**config.mk**
```make
export PLATFORM = sky130hd
export DESIGN_NAME = oob_index_collector_flat
export DESIGN_NICKNAME = d
export VERILOG_FILES = /design/src/rtl/stage_pkg.sv /design/src/rtl/oob_index_collector_if.sv /design/src/rtl/sync_fifo.sv /design/src/rtl/oob_index_collector.sv /design/src/flat_wrapper.sv
export SDC_FILE = /design/constraint.sdc
export NUM_CORES = 1
export LEC_CHECK = 0
export BUFFER_PORTS_ARGS = -buffer_cell sky130_fd_sc_hd__buf_4
export CORE_MARGIN = 2
export CORE_UTILIZATION = 55
export CTS_CLUSTER_DIAMETER = 120
export DETAILED_ROUTE_END_ITERATION = 16
export PLACE_DENSITY_LB_ADDON = 0.25
export SLEW_MARGIN = 30
export SYNTH_ARGS = -nofsm -noshare
export SYNTH_HDL_FRONTEND = slang
export SYNTH_SLANG_ARGS = --single-unit
export TNS_END_PERCENT = 50
```
**constraint.sdc**
```tcl
create_clock -name clk -period 4.8 [get_ports clk]
set_input_delay 0.24 -clock clk [delete_from_list [all_inputs] [get_ports clk]]
set_output_delay 0.24 -clock clk [all_outputs]
set_load 0.005 [all_outputs]
```
**src/rtl/stage_pkg.sv**
```systemverilog
// ============================================================================
// Module   : stage_pkg
// Brief    : Shared lane/index constants, FIFO entry type and lane helpers.
// Revision : 1.0 - initial release
// ============================================================================
`default_nettype none

package stage_pkg;

    localparam int PARALLEL_SIZE = 12;
    localparam int PARA          = 16;
    localparam int LANE_W        = $clog2(PARALLEL_SIZE);

    typedef struct packed {
        logic              last;
        logic [LANE_W-1:0] lane;
        logic [PARA-1:0]   idx;
    } oob_entry_t;

    localparam int ENTRY_W = $bits(oob_entry_t);

    // Scanning downward leaves the lowest set lane as the final assignment.
    function automatic logic [LANE_W-1:0] lowest_set(input logic [PARALLEL_SIZE-1:0] v);
        logic [LANE_W-1:0] r;
        r = '0;
        for (int i = PARALLEL_SIZE - 1; i >= 0; i--) begin
            if (v[i]) r = LANE_W'(i);
        end
        return r;
    endfunction

    function automatic logic is_one_hot(input logic [PARALLEL_SIZE-1:0] v);
        return (v != '0) && ((v & (v - PARALLEL_SIZE'(1))) == '0);
    endfunction

endpackage

`default_nettype wire

```
**src/rtl/oob_index_collector_if.sv**
```systemverilog
// ============================================================================
// Module   : oob_index_collector_if
// Brief    : Result-vector input and index-stream output handshake bundle.
// Revision : 1.0 - initial release
// ============================================================================
`default_nettype none

interface oob_index_collector_if;
    import stage_pkg::*;

    logic                          in_valid;
    logic                          in_ready;
    logic [PARALLEL_SIZE-1:0]      in_flag;
    logic [PARALLEL_SIZE*PARA-1:0] in_idx;

    logic                          out_valid;
    logic                          out_ready;
    logic [PARA-1:0]               out_idx;
    logic [LANE_W-1:0]             out_lane;
    logic                          out_last;

    modport master (
        output in_valid, in_flag, in_idx, out_ready,
        input  in_ready, out_valid, out_idx, out_lane, out_last
    );

    modport slave (
        input  in_valid, in_flag, in_idx, out_ready,
        output in_ready, out_valid, out_idx, out_lane, out_last
    );

endinterface

`default_nettype wire

```
**src/rtl/sync_fifo.sv**
```systemverilog
// ============================================================================
// Module   : sync_fifo
// Brief    : Registered show-ahead FIFO, power-of-two depth, no push-to-pop bypass.
// Revision : 1.0 - initial release
// ============================================================================
`default_nettype none

module sync_fifo #(
    parameter int WIDTH = 8,
    parameter int DEPTH = 32
) (
    input  wire logic                     clk,
    input  wire logic                     rst_n,
    input  wire logic                     i_push,
    input  wire logic [WIDTH-1:0]         i_data,
    input  wire logic                     i_pop,
    output logic      [WIDTH-1:0]         o_data,
    output logic                          o_full,
    output logic                          o_empty,
    output logic      [$clog2(DEPTH):0]   o_count
);

    localparam int AW = $clog2(DEPTH);

    logic [WIDTH-1:0] r_mem [DEPTH];
    logic [AW-1:0]    r_wr_ptr;
    logic [AW-1:0]    r_rd_ptr;
    logic [AW:0]      r_count;
    logic             w_do_push;
    logic             w_do_pop;

    assign o_full    = (r_count == (AW+1)'(DEPTH));
    assign o_empty   = (r_count == '0);
    assign o_count   = r_count;
    assign o_data    = r_mem[r_rd_ptr];
    assign w_do_pop  = i_pop && !o_empty;
    // A full FIFO still accepts a push when the head leaves in the same cycle.
    assign w_do_push = i_push && (!o_full || w_do_pop);

    always_ff @(posedge clk) begin
        if (w_do_push) r_mem[r_wr_ptr] <= i_data;
    end

    always_ff @(posedge clk or negedge rst_n) begin
        if (!rst_n) begin
            r_wr_ptr <= '0;
            r_rd_ptr <= '0;
            r_count  <= '0;
        end else begin
            if (w_do_push) r_wr_ptr <= r_wr_ptr + 1'b1;
            if (w_do_pop)  r_rd_ptr <= r_rd_ptr + 1'b1;
            case ({w_do_push, w_do_pop})
                2'b10:   r_count <= r_count + 1'b1;
                2'b01:   r_count <= r_count - 1'b1;
                default: r_count <= r_count;
            endcase
        end
    end

endmodule

`default_nettype wire

```
**src/rtl/oob_index_collector.sv**
```systemverilog
// ============================================================================
// Module   : oob_index_collector
// Brief    : Snapshots flagged lanes and streams them lowest-lane-first via a FIFO.
// Revision : 1.0 - initial release
// ============================================================================
`default_nettype none

module oob_index_collector
    import stage_pkg::*;
#(
    parameter int DEPTH = 32
) (
    input  wire logic                 clk,
    input  wire logic                 rst_n,
    oob_index_collector_if.slave      bus,
    output logic      [PARA-1:0]      entry_cnt
);

    logic [PARALLEL_SIZE-1:0]      r_pending;
    logic [PARALLEL_SIZE*PARA-1:0] r_snap_idx;
    logic [PARA-1:0]               r_entry_cnt;

    logic [LANE_W-1:0]             w_lane;
    oob_entry_t                    w_push_entry;
    oob_entry_t                    w_head;
    oob_entry_t                    w_head_out;
    logic                          w_full;
    logic                          w_empty;
    logic [$clog2(DEPTH):0]        w_count;
    logic                          w_push;
    logic                          w_pop;
    logic                          w_in_ready;
    logic                          w_accept;

    assign w_lane = lowest_set(r_pending);
    assign w_pop  = (w_count != '0) && bus.out_ready;
    assign w_push = (r_pending != '0) && (!w_full || w_pop);
    // Draining the final pending lane frees the snapshot regs for the next vector.
    assign w_in_ready = (r_pending == '0) || (is_one_hot(r_pending) && w_push);
    assign w_accept   = bus.in_valid && w_in_ready;

    always_comb begin
        w_push_entry      = '0;
        w_push_entry.last = is_one_hot(r_pending);
        w_push_entry.lane = w_lane;
        w_push_entry.idx  = r_snap_idx[w_lane*PARA +: PARA];
    end

    always_ff @(posedge clk or negedge rst_n) begin
        if (!rst_n) begin
            r_pending   <= '0;
            r_snap_idx  <= '0;
            r_entry_cnt <= '0;
        end else begin
            if (w_accept) begin
                r_pending  <= bus.in_flag;
                r_snap_idx <= bus.in_idx;
            end else if (w_push) begin
                r_pending <= r_pending & ~(PARALLEL_SIZE'(1) << w_lane);
            end
            if (w_pop) r_entry_cnt <= r_entry_cnt + 1'b1;
        end
    end

    sync_fifo #(
        .WIDTH (ENTRY_W),
        .DEPTH (DEPTH)
    ) u_fifo (
        .clk     (clk),
        .rst_n   (rst_n),
        .i_push  (w_push),
        .i_data  (w_push_entry),
        .i_pop   (w_pop),
        .o_data  (w_head),
        .o_full  (w_full),
        .o_empty (w_empty),
        .o_count (w_count)
    );

    // Unwritten storage must not leak onto the head fields while empty.
    assign w_head_out    = w_empty ? '0 : w_head;
    assign bus.out_valid = (w_count != '0);
    assign bus.out_idx   = w_head_out.idx;
    assign bus.out_lane  = w_head_out.lane;
    assign bus.out_last  = w_head_out.last;
    assign bus.in_ready  = w_in_ready;
    assign entry_cnt     = r_entry_cnt;

endmodule

`default_nettype wire
```
**src/flat_wrapper.sv**
```systemverilog
// flat-port wrapper written by rule: the top's interface ports become plain ports
module oob_index_collector_flat import stage_pkg::*;
#(
    parameter int DEPTH = 32
)
  (clk, rst_n, entry_cnt, bus_in_valid, bus_in_flag, bus_in_idx, bus_out_ready, bus_in_ready, bus_out_valid, bus_out_idx, bus_out_lane, bus_out_last);
  oob_index_collector_if bus_i ();
  input  wire logic clk;
  input  wire logic rst_n;
  output logic      [PARA-1:0] entry_cnt;
  input wire logic [$bits(bus_i.in_valid)-1:0] bus_in_valid;
  input wire logic [$bits(bus_i.in_flag)-1:0] bus_in_flag;
  input wire logic [$bits(bus_i.in_idx)-1:0] bus_in_idx;
  input wire logic [$bits(bus_i.out_ready)-1:0] bus_out_ready;
  output wire logic [$bits(bus_i.in_ready)-1:0] bus_in_ready;
  output wire logic [$bits(bus_i.out_valid)-1:0] bus_out_valid;
  output wire logic [$bits(bus_i.out_idx)-1:0] bus_out_idx;
  output wire logic [$bits(bus_i.out_lane)-1:0] bus_out_lane;
  output wire logic [$bits(bus_i.out_last)-1:0] bus_out_last;
  assign bus_i.in_valid = bus_in_valid;
  assign bus_i.in_flag = bus_in_flag;
  assign bus_i.in_idx = bus_in_idx;
  assign bus_i.out_ready = bus_out_ready;
  assign bus_in_ready = bus_i.in_ready;
  assign bus_out_valid = bus_i.out_valid;
  assign bus_out_idx = bus_i.out_idx;
  assign bus_out_lane = bus_i.out_lane;
  assign bus_out_last = bus_i.out_last;
  oob_index_collector #(.DEPTH(DEPTH)) u_core (.clk(clk), .rst_n(rst_n), .bus(bus_i), .entry_cnt(entry_cnt));
endmodule
```
==> impl_metrics.tcl <==
set metrics [dict create \
    worstSkewPairLatency_ns 0.65 \
    grt_setup_unrepaired "false" \
    leakagePower_nw 16.6 \
    portBuffers 246 \
    synth_largest_area_cell "edfxtp_1" \
    cp_common_cell "buf_4" \
    crit_required_ns 5.23 \
    cts_num_sinks 908 \
    hold_path_class "in2async" \
    cp_slowest_cell "dfrtp_1" \
    nets 2732 \
    ant_nets 0 \
    nFillCells 4193 \
    synth_cell_type_count 65 \
    yosysSeqAreaShare 0.701 \
    ios 247 \
    status "finished clean" \
    cts_resized 0 \
    grt_pass1_vias 22600 \
    dpl_cell_area_um2 40600 \
    fin_total_pwr_mw 36.9 \
    drc 0 \
    pre_cts_ws_ns 0.856 \
    maxCapViolCount 0 \
    synth.net_count 2218 \
    drt-pass1-iter-count 5 \
    cts.path.max_buffers 3 \
    yosys_warnings 0 \
    area_growth_pct 22.9 \
    wire_per_inst_um 28.3 \
    syn_area_per_cell_um2 18.6 \
    initial_core_util 0.555 \
    layout_commonest_cell "edfxtp_1" \
    max_freq_mhz 247 \
    final_area_um2 45700 \
    dp_hpwl_um 59300 \
    synth-edff-count 672 \
    place.gp.congestion 0.945 \
    report.final.hold_viol_count 0 \
    root_buffer "clkbuf_16" \
    viasPerCell 6.23 \
    crit_fanout 32 \
    core-area_um2 67000 \
    slowest_delay_ns 0.80 \
    syn_area_um2 37200 \
    grt_max_degree 125 \
    die_h_um 264 \
    layout_setup_ws_ns 0.754 \
    fp-row-count 95 \
    drive_gt1_frac 0.321 \
    slew_headroom 0.317 \
    fp.dieW_um 264 \
    p_per_area_nw_per_um2 808 \
    max_slew.worst_pin.slew_ns 1.02 \
    synth_top_area_frac 0.542 \
    synthTopCellsByArea "edfxtp_1, dfrtp_1, mux4_2, mux2_4, mux2_1" \
    cts.clk_slew.worst_paths_ns 0.06 \
    num_vias 21600 \
    fp.dieArea_um2 69700 \
    min_period_ns 4.05 \
    grt_usage 0.286 \
    setup_viol 0 \
    crit_path_start_kind "flip-flop" \
    crit_path_end_kind "flip-flop" \
    drtIter0Drc 2089 \
    h-tree-depth 3 \
    cts_buffers 90 \
    crit_arrival_ns 4.47 \
    most-common-layout-cells "edfxtp_1, buf_4, dfrtp_1" \
    synth-seq-cells 908 \
    routed_wirelength_um 98200 \
    path_cells "nor2_1, o311a_1, or4_1, inv_2, buf_4, buf_4, a21oi_1, a32oi_1, o22a_1, buf_4" \
    grt_pass1_wl_um 146000 \
    worst-setup-path-type "reg2reg" \
    ir_drop_mv 0.559 \
    synthArstFlopShare 0.260 \
    finalMaxSlewViolations 0 \
    gr-total-overflow 0 \
    fin_tns_setup_ns 0 \
    syn_inst 2001 \
    synthFlopType "edfxtp_1" \
    antenna_found_initial 2 \
    cts_tree "yes" \
    finalCritPeriodShare 0.843 \
    fin_skew_ns 0.0188 \
]
-- kinds of logic after synthesis --
logic type,Yosys count,synth area share
DFF,908,0.701
xor gates and xnor gates,29,0.00683
AOI/OAI and AO/OA,177,0.0325
adders and majority gates,10,0.00330
and+or+nand+nor,317,0.0378
buffers and inverters,135,0.0169
muxes,425,0.202
-- final cells by class --
cell class | count | area, um^2 | share of cell area
Inverter | 13 | 50.0 | 0.00109
Timing Repair Buffer | 544 | 4920 | 0.108
Antenna cell | 1 | 2.50 | 0.0000547
Clock inverter | 44 | 437 | 0.00955
Sequential cell | 908 | 26100 | 0.571
Clock buffer | 122 | 2470 | 0.0541
Multi-Input combinational cell | 958 | 10600 | 0.233
Tap cell | 873 | 1090 | 0.0239
-- flip-flops by register name, indices dropped and copies added, names as in the netlist --
register and flops:
u_core.u_fifo.o_count 6, u_core.u_fifo.r_rd_ptr 5, u_core.r_pending 12, u_core.entry_cnt 16, u_core.r_snap_idx 192, u_core.u_fifo.r_mem 672
u_core.u_fifo.r_wr_ptr 5
-- routing by layer --
layer  wire (um)  track usage  vias up
met4        5020        0.135        2
met2       49000        0.474     1196
met3        8040       0.0593      245
met1       36100        0.366    11100
li1            -            -     9001
met5          12            0        -
-- cells in the mapped netlist (11+ instances only) --
master,instances
mux2i_1,21
mux4_2,210
nand3_1,20
buf_6,15
nand4_1,12
xor2_1,11
nand2_1,134
edfxtp_1,672
nor3_1,39
mux2_1,91
nor2_1,79
buf_1,24
mux2_4,100
clkbuf_1,75
o22a_1,14
o21ai_0,13
o31ai_1,16
dfrtp_1,236
xnor2_1,18
a21oi_1,67
a32oi_1,30
-- worst max-delay path, delay by kind of cell (launching register included) --
family                 cells  cell delay (ns)
AOI/OAI and AO/OA          4             0.92
buffers and inverters      4             1.25
DFF                        1             0.80
and+or+nand+nor            2             0.83
-- repair_timing --
item	4_1_cts	5_1_grt
hold buffers	211	0
buffers inserted	0	0
hold endpoints to repair	325	0
-- power breakdown --
part	leakage (nW)	internal (mW)	switching, mW	total [mW]
Clock	1.43	4.01	2.93	6.94
Combinational	6.23	5.88	8.69	14.6
Sequential	8.94	13.9	1.52	15.4
-- path summary, 6_finish.rpt --
| path | cells past startpoint | slack (ns) | start | endpoint |
|---|---|---|---|---|
| setup / recovery | 10 | 0.75 | u_core.r_pending[6]$_DFFE_PN0P_ | u_core.u_fifo.r_mem[26][5]$_DFFE_PP_ |
| hold / removal | 2 | 0.07 | rst_n | u_core.r_snap_idx[182]$_DFFE_PN0P_ |
| setup reg to reg | 10 | 0.75 | u_core.r_pending[6]$_DFFE_PN0P_ | u_core.u_fifo.r_mem[26][5]$_DFFE_PP_ |
| hold reg to reg | 1 | 0.47 | u_core.entry_cnt[15]$_DFFE_PN0P_ | u_core.entry_cnt[15]$_DFFE_PN0P_ |
| max in group asynchronous | 4 | 3.30 | rst_n | u_core.r_pending[2]$_DFFE_PN0P_ |
| min in group clk | 3 | 0.07 | bus_out_ready | u_core.entry_cnt[3]$_DFFE_PN0P_ |
-- metrics by stage --
step / util / std cells / hold slack [ns]
final: 0.682 / 3463 / 0.0687
after global routing: 0.682 / 3463 / 0.0589
after CTS: 0.681 / 3460 / 0.0458
after detailed placement: 0.606 / 3083 / 0.382
after global placement: 0.605 / 3080 / 0.379
after floorplan: - / 2001 / -0.0556
(Power assumes the default switching activity.)
